## src/rtl/hazard_pkg.sv

```systemverilog
// Shared types for the pipeline hazard controller: forwarding selects, FSM states
// and the shadow-stage tag records that track the datapath's pipeline registers.
package hazard_pkg;

    // Tags are stored at a fixed width wide enough for any supported register file.
    localparam int HZ_TAG_W = 8;

    typedef logic [HZ_TAG_W-1:0] tag_t;

    typedef enum logic [1:0] {
        FWD_REG = 2'b00,
        FWD_MEM = 2'b01,
        FWD_WB  = 2'b10
    } fwd_sel_e;

    typedef enum logic [1:0] {
        HZ_RUN    = 2'd0,
        HZ_STALL  = 2'd1,
        HZ_FREEZE = 2'd2
    } hz_state_e;

    typedef struct packed {
        logic v;
        tag_t rd;
        tag_t rs1;
        tag_t rs2;
        logic wen;
        logic load;
    } ex_stage_t;

    typedef struct packed {
        logic v;
        tag_t rd;
        logic wen;
        logic load;
    } mem_stage_t;

    typedef struct packed {
        logic v;
        tag_t rd;
        logic wen;
    } wb_stage_t;

    // x0 is hard-wired, so a write to it never creates a dependence.
    function automatic logic hz_writes(input logic v, input logic wen, input tag_t rd);
        return v && wen && (rd != '0);
    endfunction

endpackage

```

## src/rtl/hazard_ctrl_if.sv

```systemverilog
// Bundle between the core's controller/datapath and hazard_ctrl.
// HAZARD_PERF_EN adds the stall/flush/freeze performance counters.
interface hazard_ctrl_if #(
    parameter int REG_AW = 5
);
    logic [REG_AW-1:0] id_rs1_i;
    logic [REG_AW-1:0] id_rs2_i;
    logic              id_use_rs1_i;
    logic              id_use_rs2_i;
    logic [REG_AW-1:0] id_rd_i;
    logic              id_regwen_i;
    logic              id_is_load_i;
    logic              ex_redirect_i;
    logic              ext_stall_i;

    logic              pc_en_o;
    logic              if_id_en_o;
    logic              if_id_flush_o;
    logic              id_ex_en_o;
    logic              id_ex_flush_o;
    logic              ex_mem_en_o;
    logic              mem_wb_en_o;
    logic [1:0]        fwd_a_sel_o;
    logic [1:0]        fwd_b_sel_o;
    logic              id_bypass_a_o;
    logic              id_bypass_b_o;
    logic [1:0]        state_o;
`ifdef HAZARD_PERF_EN
    logic [31:0]       stall_cnt_o;
    logic [31:0]       flush_cnt_o;
    logic [31:0]       freeze_cnt_o;
`endif

    modport master (
        output id_rs1_i, id_rs2_i, id_use_rs1_i, id_use_rs2_i, id_rd_i,
               id_regwen_i, id_is_load_i, ex_redirect_i, ext_stall_i,
        input  pc_en_o, if_id_en_o, if_id_flush_o, id_ex_en_o, id_ex_flush_o,
               ex_mem_en_o, mem_wb_en_o, fwd_a_sel_o, fwd_b_sel_o,
               id_bypass_a_o, id_bypass_b_o, state_o
`ifdef HAZARD_PERF_EN
        , input stall_cnt_o, flush_cnt_o, freeze_cnt_o
`endif
    );

    modport slave (
        input  id_rs1_i, id_rs2_i, id_use_rs1_i, id_use_rs2_i, id_rd_i,
               id_regwen_i, id_is_load_i, ex_redirect_i, ext_stall_i,
        output pc_en_o, if_id_en_o, if_id_flush_o, id_ex_en_o, id_ex_flush_o,
               ex_mem_en_o, mem_wb_en_o, fwd_a_sel_o, fwd_b_sel_o,
               id_bypass_a_o, id_bypass_b_o, state_o
`ifdef HAZARD_PERF_EN
        , output stall_cnt_o, flush_cnt_o, freeze_cnt_o
`endif
    );

endinterface

```

## src/rtl/hazard_fwd_unit.sv

```systemverilog
// Forwarding compare for one EX operand: picks MEM, then WB, then the register file.
module hazard_fwd_unit
    import hazard_pkg::*;
(
    input  tag_t       rs,
    input  mem_stage_t mem,
    input  wb_stage_t  wb,
    output fwd_sel_e   sel
);

    // Load data is not ready in MEM; the load-use stall keeps that case from arising.
    always_comb begin
        sel = FWD_REG;
        if (hz_writes(mem.v, mem.wen, mem.rd) && !mem.load && (mem.rd == rs)) begin
            sel = FWD_MEM;
        end else if (hz_writes(wb.v, wb.wen, wb.rd) && (wb.rd == rs)) begin
            sel = FWD_WB;
        end
    end

endmodule

```

## src/rtl/hazard_ctrl.sv

```systemverilog
// Hazard controller for the 5-stage RV32I pipeline: stall/flush/enable and forwarding.
// HAZARD_PERF_EN adds cycle counters for STALL, redirect and FREEZE.
module hazard_ctrl
    import hazard_pkg::*;
#(
    parameter int REG_AW = 5,
    parameter bit RF_WT  = 1'b1
) (
    input  logic         clk_i,
    input  logic         rst_i,
    hazard_ctrl_if.slave hz
);

    function automatic tag_t to_tag(input logic [REG_AW-1:0] a);
        return tag_t'(a);
    endfunction

    tag_t       id_rs1;
    tag_t       id_rs2;
    tag_t       id_rd;
    ex_stage_t  ex_q;
    ex_stage_t  ex_d;
    mem_stage_t mem_q;
    wb_stage_t  wb_q;
    hz_state_e  state_q;
    logic       lu;
    logic       pc_en;
    logic       if_id_en;
    logic       if_id_flush;
    logic       id_ex_en;
    logic       id_ex_flush;
    logic       ex_mem_en;
    logic       mem_wb_en;
    logic       byp_a;
    logic       byp_b;
    fwd_sel_e   fwd_a;
    fwd_sel_e   fwd_b;

    assign id_rs1 = to_tag(hz.id_rs1_i);
    assign id_rs2 = to_tag(hz.id_rs2_i);
    assign id_rd  = to_tag(hz.id_rd_i);

    assign lu = ex_q.load && hz_writes(ex_q.v, ex_q.wen, ex_q.rd) &&
                ((hz.id_use_rs1_i && (id_rs1 == ex_q.rd)) ||
                 (hz.id_use_rs2_i && (id_rs2 == ex_q.rd)));

    // A redirect outranks a load-use stall because the dependent instruction is flushed.
    always_comb begin
        pc_en       = 1'b1;
        if_id_en    = 1'b1;
        if_id_flush = 1'b0;
        id_ex_en    = 1'b1;
        id_ex_flush = 1'b0;
        ex_mem_en   = 1'b1;
        mem_wb_en   = 1'b1;
        if (hz.ext_stall_i) begin
            pc_en     = 1'b0;
            if_id_en  = 1'b0;
            id_ex_en  = 1'b0;
            ex_mem_en = 1'b0;
            mem_wb_en = 1'b0;
        end else if (hz.ex_redirect_i) begin
            if_id_flush = 1'b1;
            id_ex_flush = 1'b1;
        end else if (lu) begin
            pc_en       = 1'b0;
            if_id_en    = 1'b0;
            id_ex_flush = 1'b1;
        end
    end

    always_comb begin
        ex_d = '0;
        if (!id_ex_flush) begin
            ex_d.v    = 1'b1;
            ex_d.rd   = id_rd;
            ex_d.rs1  = id_rs1;
            ex_d.rs2  = id_rs2;
            ex_d.wen  = hz.id_regwen_i;
            ex_d.load = hz.id_is_load_i;
        end
    end

    always_ff @(posedge clk_i or posedge rst_i) begin
        if (rst_i) begin
            ex_q  <= '0;
            mem_q <= '0;
            wb_q  <= '0;
        end else if (!hz.ext_stall_i) begin
            ex_q  <= ex_d;
            mem_q <= '{v: ex_q.v, rd: ex_q.rd, wen: ex_q.wen, load: ex_q.load};
            wb_q  <= '{v: mem_q.v, rd: mem_q.rd, wen: mem_q.wen};
        end
    end

    always_ff @(posedge clk_i or posedge rst_i) begin
        if (rst_i) begin
            state_q <= HZ_RUN;
        end else if (hz.ext_stall_i) begin
            state_q <= HZ_FREEZE;
        end else if (hz.ex_redirect_i) begin
            state_q <= HZ_RUN;
        end else if (lu) begin
            state_q <= HZ_STALL;
        end else begin
            state_q <= HZ_RUN;
        end
    end

    hazard_fwd_unit u_fwd_a (
        .rs  (ex_q.rs1),
        .mem (mem_q),
        .wb  (wb_q),
        .sel (fwd_a)
    );

    hazard_fwd_unit u_fwd_b (
        .rs  (ex_q.rs2),
        .mem (mem_q),
        .wb  (wb_q),
        .sel (fwd_b)
    );

    // A write-through register file already returns the WB value in ID.
    generate
        if (RF_WT) begin : g_rf_wt
            assign byp_a = 1'b0;
            assign byp_b = 1'b0;
        end else begin : g_id_bypass
            logic writes_wb;
            assign writes_wb = hz_writes(wb_q.v, wb_q.wen, wb_q.rd);
            assign byp_a = writes_wb && hz.id_use_rs1_i && (wb_q.rd == id_rs1);
            assign byp_b = writes_wb && hz.id_use_rs2_i && (wb_q.rd == id_rs2);
        end
    endgenerate

    assign hz.pc_en_o       = pc_en;
    assign hz.if_id_en_o    = if_id_en;
    assign hz.if_id_flush_o = if_id_flush;
    assign hz.id_ex_en_o    = id_ex_en;
    assign hz.id_ex_flush_o = id_ex_flush;
    assign hz.ex_mem_en_o   = ex_mem_en;
    assign hz.mem_wb_en_o   = mem_wb_en;
    assign hz.fwd_a_sel_o   = fwd_a;
    assign hz.fwd_b_sel_o   = fwd_b;
    assign hz.id_bypass_a_o = byp_a;
    assign hz.id_bypass_b_o = byp_b;
    assign hz.state_o       = state_q;

`ifdef HAZARD_PERF_EN
    logic [31:0] stall_cnt_q;
    logic [31:0] flush_cnt_q;
    logic [31:0] freeze_cnt_q;

    // Counters keep running through a freeze so FREEZE time is itself measurable.
    always_ff @(posedge clk_i or posedge rst_i) begin
        if (rst_i) begin
            stall_cnt_q  <= '0;
            flush_cnt_q  <= '0;
            freeze_cnt_q <= '0;
        end else begin
            if (state_q == HZ_STALL) begin
                stall_cnt_q <= stall_cnt_q + 32'd1;
            end
            if (hz.ex_redirect_i && !hz.ext_stall_i) begin
                flush_cnt_q <= flush_cnt_q + 32'd1;
            end
            if (state_q == HZ_FREEZE) begin
                freeze_cnt_q <= freeze_cnt_q + 32'd1;
            end
        end
    end

    assign hz.stall_cnt_o  = stall_cnt_q;
    assign hz.flush_cnt_o  = flush_cnt_q;
    assign hz.freeze_cnt_o = freeze_cnt_q;
`endif

endmodule

```

## src/flat_wrapper.sv

```systemverilog
// flat-port wrapper written by rule: the top's interface ports become plain ports
module hazard_ctrl_flat import hazard_pkg::*;
#(
    parameter int REG_AW = 5,
    parameter bit RF_WT  = 1'b1
)
  (clk_i, rst_i, hz_id_rs1_i, hz_id_rs2_i, hz_id_use_rs1_i, hz_id_use_rs2_i, hz_id_rd_i, hz_id_regwen_i, hz_id_is_load_i, hz_ex_redirect_i, hz_ext_stall_i, hz_pc_en_o, hz_if_id_en_o, hz_if_id_flush_o, hz_id_ex_en_o, hz_id_ex_flush_o, hz_ex_mem_en_o, hz_mem_wb_en_o, hz_fwd_a_sel_o, hz_fwd_b_sel_o, hz_id_bypass_a_o, hz_id_bypass_b_o, hz_state_o);
  hazard_ctrl_if #(.REG_AW(REG_AW)) hz_i ();
  input  logic clk_i;
  input  logic rst_i;
  input wire logic [$bits(hz_i.id_rs1_i)-1:0] hz_id_rs1_i;
  input wire logic [$bits(hz_i.id_rs2_i)-1:0] hz_id_rs2_i;
  input wire logic [$bits(hz_i.id_use_rs1_i)-1:0] hz_id_use_rs1_i;
  input wire logic [$bits(hz_i.id_use_rs2_i)-1:0] hz_id_use_rs2_i;
  input wire logic [$bits(hz_i.id_rd_i)-1:0] hz_id_rd_i;
  input wire logic [$bits(hz_i.id_regwen_i)-1:0] hz_id_regwen_i;
  input wire logic [$bits(hz_i.id_is_load_i)-1:0] hz_id_is_load_i;
  input wire logic [$bits(hz_i.ex_redirect_i)-1:0] hz_ex_redirect_i;
  input wire logic [$bits(hz_i.ext_stall_i)-1:0] hz_ext_stall_i;
  output wire logic [$bits(hz_i.pc_en_o)-1:0] hz_pc_en_o;
  output wire logic [$bits(hz_i.if_id_en_o)-1:0] hz_if_id_en_o;
  output wire logic [$bits(hz_i.if_id_flush_o)-1:0] hz_if_id_flush_o;
  output wire logic [$bits(hz_i.id_ex_en_o)-1:0] hz_id_ex_en_o;
  output wire logic [$bits(hz_i.id_ex_flush_o)-1:0] hz_id_ex_flush_o;
  output wire logic [$bits(hz_i.ex_mem_en_o)-1:0] hz_ex_mem_en_o;
  output wire logic [$bits(hz_i.mem_wb_en_o)-1:0] hz_mem_wb_en_o;
  output wire logic [$bits(hz_i.fwd_a_sel_o)-1:0] hz_fwd_a_sel_o;
  output wire logic [$bits(hz_i.fwd_b_sel_o)-1:0] hz_fwd_b_sel_o;
  output wire logic [$bits(hz_i.id_bypass_a_o)-1:0] hz_id_bypass_a_o;
  output wire logic [$bits(hz_i.id_bypass_b_o)-1:0] hz_id_bypass_b_o;
  output wire logic [$bits(hz_i.state_o)-1:0] hz_state_o;
  assign hz_i.id_rs1_i = hz_id_rs1_i;
  assign hz_i.id_rs2_i = hz_id_rs2_i;
  assign hz_i.id_use_rs1_i = hz_id_use_rs1_i;
  assign hz_i.id_use_rs2_i = hz_id_use_rs2_i;
  assign hz_i.id_rd_i = hz_id_rd_i;
  assign hz_i.id_regwen_i = hz_id_regwen_i;
  assign hz_i.id_is_load_i = hz_id_is_load_i;
  assign hz_i.ex_redirect_i = hz_ex_redirect_i;
  assign hz_i.ext_stall_i = hz_ext_stall_i;
  assign hz_pc_en_o = hz_i.pc_en_o;
  assign hz_if_id_en_o = hz_i.if_id_en_o;
  assign hz_if_id_flush_o = hz_i.if_id_flush_o;
  assign hz_id_ex_en_o = hz_i.id_ex_en_o;
  assign hz_id_ex_flush_o = hz_i.id_ex_flush_o;
  assign hz_ex_mem_en_o = hz_i.ex_mem_en_o;
  assign hz_mem_wb_en_o = hz_i.mem_wb_en_o;
  assign hz_fwd_a_sel_o = hz_i.fwd_a_sel_o;
  assign hz_fwd_b_sel_o = hz_i.fwd_b_sel_o;
  assign hz_id_bypass_a_o = hz_i.id_bypass_a_o;
  assign hz_id_bypass_b_o = hz_i.id_bypass_b_o;
  assign hz_state_o = hz_i.state_o;
  hazard_ctrl #(.REG_AW(REG_AW), .RF_WT(RF_WT)) u_core (.clk_i(clk_i), .rst_i(rst_i), .hz(hz_i));
endmodule
```

## config.mk

```make
export PLATFORM = sky130hd
export DESIGN_NAME = hazard_ctrl_flat
export DESIGN_NICKNAME = d
export VERILOG_FILES = /design/src/rtl/hazard_pkg.sv /design/src/rtl/hazard_ctrl_if.sv /design/src/rtl/hazard_fwd_unit.sv /design/src/rtl/hazard_ctrl.sv /design/src/flat_wrapper.sv
export SDC_FILE = /design/constraint.sdc
export NUM_CORES = 1
export LEC_CHECK = 0
export ABC_AREA = 1
export CORE_MARGIN = 2
export CORE_UTILIZATION = 55
export CTS_CLUSTER_DIAMETER = 30
export DETAILED_ROUTE_END_ITERATION = 6
export HOLD_SLACK_MARGIN = 0.03
export PLACE_DENSITY = 0.84
export SLEW_MARGIN = 10
export SYNTH_ARGS = -nofsm -noshare
export SYNTH_HDL_FRONTEND = slang
export SYNTH_SLANG_ARGS = --single-unit
```

## constraint.sdc

```tcl
create_clock -name clk_i -period 2.8 [get_ports clk_i]
set_clock_uncertainty 0.2 [all_clocks]
set_input_delay 0.56 -clock clk_i [delete_from_list [all_inputs] [get_ports clk_i]]
set_output_delay 0.56 -clock clk_i [all_outputs]
set_load 0.005 [all_outputs]
```

Yosys cells after proc, flatten, opt, wreduce, memory -nomap -nowiden
Index checks and enable logic that the tools add are counted.
{"block": "totals", "ff_bits": 50, "latch_bits": 0, "mem_bits_rw": 0, "rom_bits": 0, "inputBits": 23, "out_inout_bits": 15, "elab_cells": 57, "mem_count": 0}
{"block": "op_classes", "add_sub_neg": 0, "multipliers": 0, "n_div": 0, "magnitude_cmp": 0, "n_eq_ne": 6, "n_shift": 0, "n_mux": 17, "n_bitwise": 0, "n_reduce_logical": 20}
{"op": "8-bit == test", "count": 4}
{"op": "27-bit 2-to-1 mux", "count": 1}
{"op": "8-bit nonzero test", "count": 3}
{"op": "5-bit by 8-bit == test with 1-bit output", "count": 2}
{"op": "1-bit logical AND", "count": 15}
{"op": "2-bit 2-to-1 mux", "count": 6}
{"op": "1-bit 2-to-1 mux", "count": 10}
{"op": "1-bit logical NOT", "count": 1}
{"op": "1-bit logical OR", "count": 1}

Depth between registers and ports, before layout
Gate-level depths: netlist of the first run.
{"block": "depth", "word_depth": 8, "depth_mapped": 10, "ltp_nobuf": 9}

By module
A second synthesis of the first run with hierarchy kept.
{"block": "hier_totals", "cells_unflattened": 338, "area_unflattened_um2": 2277.2}
{"mod": "hazard_ctrl", "instances": 1, "cells_per_inst": 210, "area_per_inst_um2": 1661.6, "seq_area_each_um2": 875.8}
{"mod": "hazard_fwd_unit", "instances": 2, "cells_per_inst": 64, "area_per_inst_um2": 307.8, "seq_area_each_um2": 0.0}

Worst setup path after synthesis of the first run
OpenSTA, ideal clock, no wires.
{"block": "synth_path", "path_type": "input to output", "start": "input port hz_ext_stall_i", "end": "output port hz_pc_en_o", "t_arrival_ns": 1.259, "required_ns": 2.040, "setup_slack_ns": 0.781, "cell_stages": 4, "path_buffers": 3, "cell_sequence": "clkbuf_1 -> clkbuf_1 -> a31oi_1 -> buf_4"}
{"block": "synth_between", "elab_chain_cells": 1}
{"item": "start: declaration", "line": "flat_wrapper.sv:19", "rtl": "input wire logic [$bits(hz_i.ext_stall_i)-1:0] hz_ext_stall_i;"}
{"item": "1-bit 2-to-1 mux"}
{"item": "end: declaration", "line": "flat_wrapper.sv:20", "rtl": "output wire logic [$bits(hz_i.pc_en_o)-1:0] hz_pc_en_o;"}
Every way passes these cells.

Worst setup path after layout of the first run
{"block": "layout_path", "start": "input port hz_ext_stall_i", "end": "output port hz_ex_mem_en_o"}
{"block": "layout_between", "elab_chain_cells": 1}
{"item": "1-bit 2-to-1 mux", "line": "hazard_ctrl.sv:56", "rtl": "if (hz.ext_stall_i) begin"}
{"item": "end: declaration", "line": "flat_wrapper.sv:25", "rtl": "output wire logic [$bits(hz_i.ex_mem_en_o)-1:0] hz_ex_mem_en_o;"}
Every way passes these cells.

==> flow_summary.yaml, run 1 <==
yosys:
  synth_top_area_share: 0.456
  yosys_warnings: 0
  ys_top_cells_by_area: "dfrtp_1 (46%), nand2_1 (17%), nand4_1 (7.8%), xnor2_1 (5.5%), xor2_1 (3.6%)"
  ys_types: 21
  syn_inst: 248
  synth_top_area_cell: "dfrtp_1"
  ys_seq_area_frac: 0.456
  synth_seq_cells: 35
  netlist_area_um2: 1920
  avgSynthCellArea_um2: 7.74
global_routing:
  grt_pass1_wl_um: 7680
  grt_pass1_vias: 1755
  track_usage: 0.247
  grt_max_degree: 36
  grt_overflow_total: 0
  antenna_found_initial: 0
die:
  die_h_um: 63.1
  ioPinCount: 38
  fp.dieW_um: 63.1
  fp-row-count: 21
  dieArea_um2: 3980
  start_util: 0.576
  core_region_area_um2: 3340
finish:
  fin_area_um2: 2410
  regArea_um2: 877
  multi_input_area_um2: 870
  syn_to_final_growth_pct: 25.4
  n_fill_cell: 279
  diodes: 0
  final_nets: 311
  drive_gt1_frac: 0.111
power_and_ir_drop:
  power_mw: 1.18
  ir_drop_v: 0.000289
  leakagePower_nw: 1.24
  p_sw_frac: 0.284
  p_sw_uw: 336
  powerDensity_nw_per_um2: 492
  internal_power_uw: 848
  clockPowerShare: 0.297
  comb_power_share: 0.195
  pwr-share-seq: 0.508
hold_path:
  min_to: "u_core.wb_q[9]"
  min_path_type: "flip-flop to flip-flop"
  min_path_cells: 2
  hp-start: "u_core.wb_q[9]"
clock_network:
  numCtsBuffers: 5
  clk_latency_ps: 350
  cts_tree: "done"
  htreeDepth: 2
  clock_sinks: 35
  cts_buffer_depth: 2
  ctsHoldBuffers: 0
  root_buffer: "clkbuf_4"
  clkTransAtPathRegs_ps: 100
drt:
  vias: 1716
  wl_per_cell_um: 12.9
  drt-total-wl_um: 4310
  drc: 0
  ant_nets: 0
  via_per_inst: 5.14
  drtIter0Drc: 72
  firstDrtPassIters: 4
worst_setup_path:
  cp.arrival_ps: 1920
  crit_fanout: 10
  reg2reg_slack_ps: 1090
  critical_path.endpoint_type: "output pin"
  worstSetupPathType: "input port to output pin"
  timing.rr.end: "u_core.ex_q[3]"
  rr_startpoint: "u_core.ex_q[19]"
  reg2regPathDepth: 10
  required_ps: 2040
  worst_setup_path_start_kind: "input port"
place:
  place.gp.congestion: 0.874
  dpl_cell_area_um2: 2320
  port_buffers: 35
  dp_hpwl_um: 3140
sta:
  fin_setup_tns_ps: 0
  period_needed_ps: 2680
  drv_slew: 0
  max_freq_ghz: 0.372
  hold_violations: 0
  grt_setup_unrepaired: "no"
  period_share: 0.959
  setup_viol: 0
outcome:
  status: "complete, no violations"
job:
  max_cap_viol_count: 0
[worst max-delay path by stage]
stage	from	end
after detailed placement	hz_id_rs1_i[2]	hz_id_ex_flush_o
final	hz_ext_stall_i	hz_ex_mem_en_o
after CTS	u_core.mem_q[3]	hz_fwd_a_sel_o[0]
after floorplan	hz_ext_stall_i	hz_pc_en_o
after global routing	hz_id_rs2_i[0]	hz_if_id_en_o
after global placement	hz_id_rs1_i[2]	hz_id_ex_flush_o
[per-layer routing]
layer / track usage / vias to the layer above / part of all wire
met1: 0.316 / 779 / 0.43
li1: - / 864 / -
met3: 0.0375 / 10 / 0.062
met5: 0 / - / 0
met4: 0.128 / 0 / 0.026
met2: 0.408 / 63 / 0.48
[worst max-delay path, cell delays in order]
cell and delay [ps]:
clkdlybuf4s50_1 530, inv_1 140, buf_4 180, clkdlybuf4s50_1 510
[sequential cells by signal, indices dropped and copies added, names as in the netlist]
name / cells
u_core.wb_q: 7
u_core.mem_q: 8
u_core.hz.state_o: 2
u_core.ex_q: 18
[Yosys cell counts]
library cell   n
inv_1         18
nor2_1        13
nand2_4        1
nand2_1       86
buf_4          5
o21ai_1        1
xnor2_1       12
buf_2          4
o21ai_0       12
a31oi_1        1
dfrtp_1       35
clkbuf_1       5
nor2_2         1
nand3_1        6
buf_6          2
nand4_1       24
inv_2          6
nor3_1         6
xor2_1         8
conb_1         1
nand2_2        1
[kinds of logic after synthesis]
logic type | Yosys count | synth area share
AND/OR/NAND/NOR | 138 | 0.315
other | 1 | 0.00195
flip-flops | 35 | 0.456
XOR/XNOR | 20 | 0.0912
buffers and inverters | 40 | 0.0984
AO/OA/AOI/OAI | 14 | 0.0371
[stage by stage]
step | std cells | hold slack (ps) | utilization | setup slack [ps]
floorplan | 249 | 250 | - | 781
detailed placement | 326 | 266 | 0.696 | -194
CTS | 334 | 293 | 0.719 | 27.4
global placement | 326 | 265 | 0.696 | -193
finish | 334 | 290 | 0.722 | 115
global route | 334 | 340 | 0.722 | 3.53
[cell type report]
class                           count  area share
Clock buffer                        6      0.0171
Timing Repair Buffer               48       0.184
Sequential cell                    35       0.364
Clock inverter                      1      0.0125
Multi-Input combinational cell    174       0.361
Tap cell                           46      0.0239
Inverter                           24      0.0374
[cell usage in the layout, fill, tap and decap left out]
| cell | count |
|---|---|
| dlygate4sd2_1 | 2 |
| nand4_1 | 24 |
| nand2_2 | 1 |
| clkbuf_1 | 1 |
| nor2_1 | 13 |
| a31oi_1 | 1 |
| xor2_1 | 8 |
| o21ai_1 | 1 |
| inv_2 | 6 |
| nor3_1 | 4 |
| conb_1 | 2 |
| nand2_4 | 1 |
| dfrtp_1 | 34 |
| dlymetal6s2s_1 | 1 |
| inv_1 | 18 |
| nand2_1 | 86 |
| clkbuf_2 | 1 |
| nor2_2 | 1 |
| nand3_1 | 6 |
| clkbuf_4 | 5 |
| dfrtp_2 | 1 |
| buf_4 | 13 |
| nor3_2 | 2 |
| o21ai_0 | 12 |
| clkdlybuf4s50_1 | 31 |
| xnor2_1 | 12 |
| bufinv_16 | 1 |
[power groups by stage]
| stage | Clock, mW | Sequential (mW) | Combinational, mW |
|---|---|---|---|
| floorplan | 0 | 0.597 | 0.150 |
| global placement | 0 | 0.608 | 0.222 |
| detailed placement | 0 | 0.610 | 0.230 |
| CTS | 0.352 | 0.600 | 0.230 |
| global route | 0.374 | 0.609 | 0.261 |
| finish | 0.352 | 0.601 | 0.231 |
[what timing repair did]
item	in CTS	in global routing
buffers inserted	1	0
setup endpoints to repair	3	5
pin swaps	1	1
resized for setup	3	6
Note: power is estimated with default switching activity, not from simulation.
==> run 2, diff against run 1 <==
--- a/config.mk
+++ b/config.mk
@@ -7,12 +7,13 @@
 export LEC_CHECK = 0
 export ABC_AREA = 1
 export CORE_MARGIN = 2
-export CORE_UTILIZATION = 55
+export CORE_UTILIZATION = 57
 export CTS_CLUSTER_DIAMETER = 30
 export DETAILED_ROUTE_END_ITERATION = 6
 export HOLD_SLACK_MARGIN = 0.03
-export PLACE_DENSITY = 0.84
-export SLEW_MARGIN = 10
+export PLACE_DENSITY = 0.85
+export SLEW_MARGIN = 20
 export SYNTH_ARGS = -nofsm -noshare
 export SYNTH_HDL_FRONTEND = slang
+export SYNTH_HIERARCHICAL = 1
 export SYNTH_SLANG_ARGS = --single-unit
==> flow_summary.yaml, run 2 <==
global_routing:
  track_usage: 0.260
  antenna_found_initial: 0
  grt_pass1_vias: 2086
  grt_max_degree: 39
  grt_overflow_total: 0
  grt_pass1_wl_um: 8840
die:
  dieArea_um2: 4520
  fp.dieW_um: 67.2
  fp-row-count: 22
  die_h_um: 67.2
  start_util: 0.608
  core_region_area_um2: 3740
  ioPinCount: 38
finish:
  final_nets: 438
  n_fill_cell: 290
  diodes: 0
  drive_gt1_frac: 0.0793
  final_cell_mix: "nand2_1 (133), conb_1 (40), nor2_1 (38), dfrtp_1 (35), inv_1 (33)"
  regMostFlops: "u_core/ex_q"
  largest_reg_flops: 18
  syn_to_final_growth_pct: 28.5
  top_regs: "u_core/ex_q (18), u_core/mem_q (8), u_core/wb_q (7)"
  mostFrequentLayoutCell: "nand2_1"
  finalCoreUtilization: 0.782
  fin_area_um2: 2930
job:
  max_cap_viol_count: 0
yosys:
  synth-async-reset-ratio: 1.00
  synth_top_area_share: 0.385
  ys_types: 21
  yosys_warnings: 6
  synth_seq_cells: 35
  synth_edf_count: 0
  syn_inst: 338
  avgSynthCellArea_um2: 6.74
  ys_seq_area_frac: 0.385
  netlist_top_cells_count: "nand2_1 (133), nor2_1 (38), dfrtp_1 (35)"
  synth.most_common_cell: "nand2_1"
  synth_top_area_cell: "dfrtp_1"
  netlist_area_um2: 2280
  ys_top_cells_by_area: "dfrtp_1 (38%), nand2_1 (22%), xnor2_1 (7.7%), nor2_1 (6.3%), inv_1 (5.4%)"
  synth_flop_cell: "dfrtp_1"
drt:
  drc: 0
  detailroute.wirelength.met3_um: 272
  dr_wl_met2_um: 2610
  wl_per_cell_um: 11.1
  wl_met1_um: 2210
  firstDrtPassIters: 4
  drt-total-wl_um: 5170
  via_per_inst: 4.83
  drtIter0Drc: 126
  highest_layer: "met4"
  vias: 2239
  ant_nets: 0
place:
  dp_hpwl_um: 3930
  place.gp.congestion: 0.847
  port_buffers: 35
  dpl_cell_area_um2: 2830
sta:
  period_share: 0.975
  setup_viol: 0
  grt_setup_unrepaired: "no"
  period_needed_ps: 2730
  max_freq_ghz: 0.366
  finalHoldWorstSlack_ps: 334
  hold_violations: 0
  drv_slew: 0
worst_setup_path:
  worstPathCellList: "clkdlybuf4s50_1 -> inv_1 -> buf_4 -> clkdlybuf4s50_1"
  critical_path.endpoint_type: "output pin"
  max_stage_delay_ps: 530
  critPathBufInv: 4
  required_ps: 2040
  slowest_stage: "clkdlybuf4s50_1"
  cp.arrival_ps: 1970
  worstSetupPathType: "input port to output pin"
  crit_fanout: 14
  crit_top_cell: "clkdlybuf4s50_1"
  worst_setup_path_start_kind: "input port"
  path_delay_family: "buffers and inverters"
power_and_ir_drop:
  leakagePower_nw: 1.57
  powerDensity_nw_per_um2: 428
  ir_drop_v: 0.000282
  power_mw: 1.25
clock_network:
  root_buffer: "clkbuf_8"
  ctsHoldBuffers: 0
  post_cts_buffers: 0
  clk_latency_ps: 280
  numCtsBuffers: 5
  clkTransAtPathRegs_ps: 70
  clock_sinks: 35
  htreeDepth: 2
  cts_tree: "done"
  cts_buffer_depth: 2
outcome:
  status: "complete, no violations"
hold_path:
  min_path_type: "flip-flop to flip-flop"
run 2: cell types whose count changed in the layout (fill, tap and decap cells not counted), moves of 7 or more:
cell             change
nor2_1              +25
nand2_1             +47
clkdlybuf4s50_1      -7
conb_1              +38
xnor2_1              +8
inv_1               +15
run 2: what timing repair did:
action                                 CTS  global route
setup endpoints to repair                3             3
pin swaps                                0             3
endpoints found under the hold margin    0             0
gates resized for setup                  4             9
run 2: logic make-up (layout without fill, tap and decap cells):
logic type             after synthesis  count (layout)  synth area share
other                                1              40           0.00165
XOR/XNOR                            22              22            0.0846
AND/OR/NAND/NOR                    210             210             0.389
AO/OA/AOI/OAI                       16              16            0.0352
buffers and inverters               54              93             0.105
flip-flops                          35              35             0.385
run 2: worst paths after layout:
path	start	endpoint	slack (ps)	cells past startpoint
worst min register to register	u_core/ex_q[0]	u_core/mem_q[0]	330	2
max in group asynchronous	rst_i	u_core/wb_q[5]	1610	3
worst max-delay path	hz_ext_stall_i	hz_id_ex_en_o	70	4
min in group asynchronous	rst_i	u_core/hz.state_o[0]	470	3
worst max register to register	u_core/ex_q[21]	u_core/ex_q[14]	1140	10
worst min-delay path	u_core/ex_q[0]	u_core/mem_q[0]	330	2
run 2: stage by stage:
| step | setup TNS [ps] | worst slack [ps] | std cells |
|---|---|---|---|
| CTS | 0 | 8.92 | 464 |
| detailed placement | -503 | -174 | 456 |
| floorplan | 0 | 627 | 377 |
| finish | 0 | 70.7 | 464 |
| global route | 0 | 14.6 | 464 |
| global placement | -454 | -166 | 456 |
run 2: final cells by class:
class                      instances  area, µm²  share of cell area
inverter                          38        143              0.0487
multi-input combinational        288       1310               0.447
clock inverter                     2       12.5             0.00428
sequential                        35        876               0.299
tap                               48       60.1              0.0205
timing repair buffer              47        454               0.155
clock buffer                       6       72.6              0.0248
run 2: worst reg2reg max path, stage by stage, from the launching register on:
cell and delay (ps):
dfrtp_1 420, inv_2 90, nand2_1 60, nand2_1 50, nor2_1 120, nand3_2 90
nand2_2 100, nand2_4 50, buf_4 190, nand4_1 110, nand2_1 70
run 2: routing by layer:
layer,up-vias,track usage
met3,9,0.0550
met1,1012,0.319
li1,1148,-
met2,70,0.453
met4,0,0.0867
met5,-,0
run 2: power breakdown:
group          total, mW  internal [mW]  switching (mW)
clock              0.355          0.174           0.182
combinational      0.288          0.135           0.153
sequential         0.609          0.549          0.0600
total               1.25          0.858           0.394
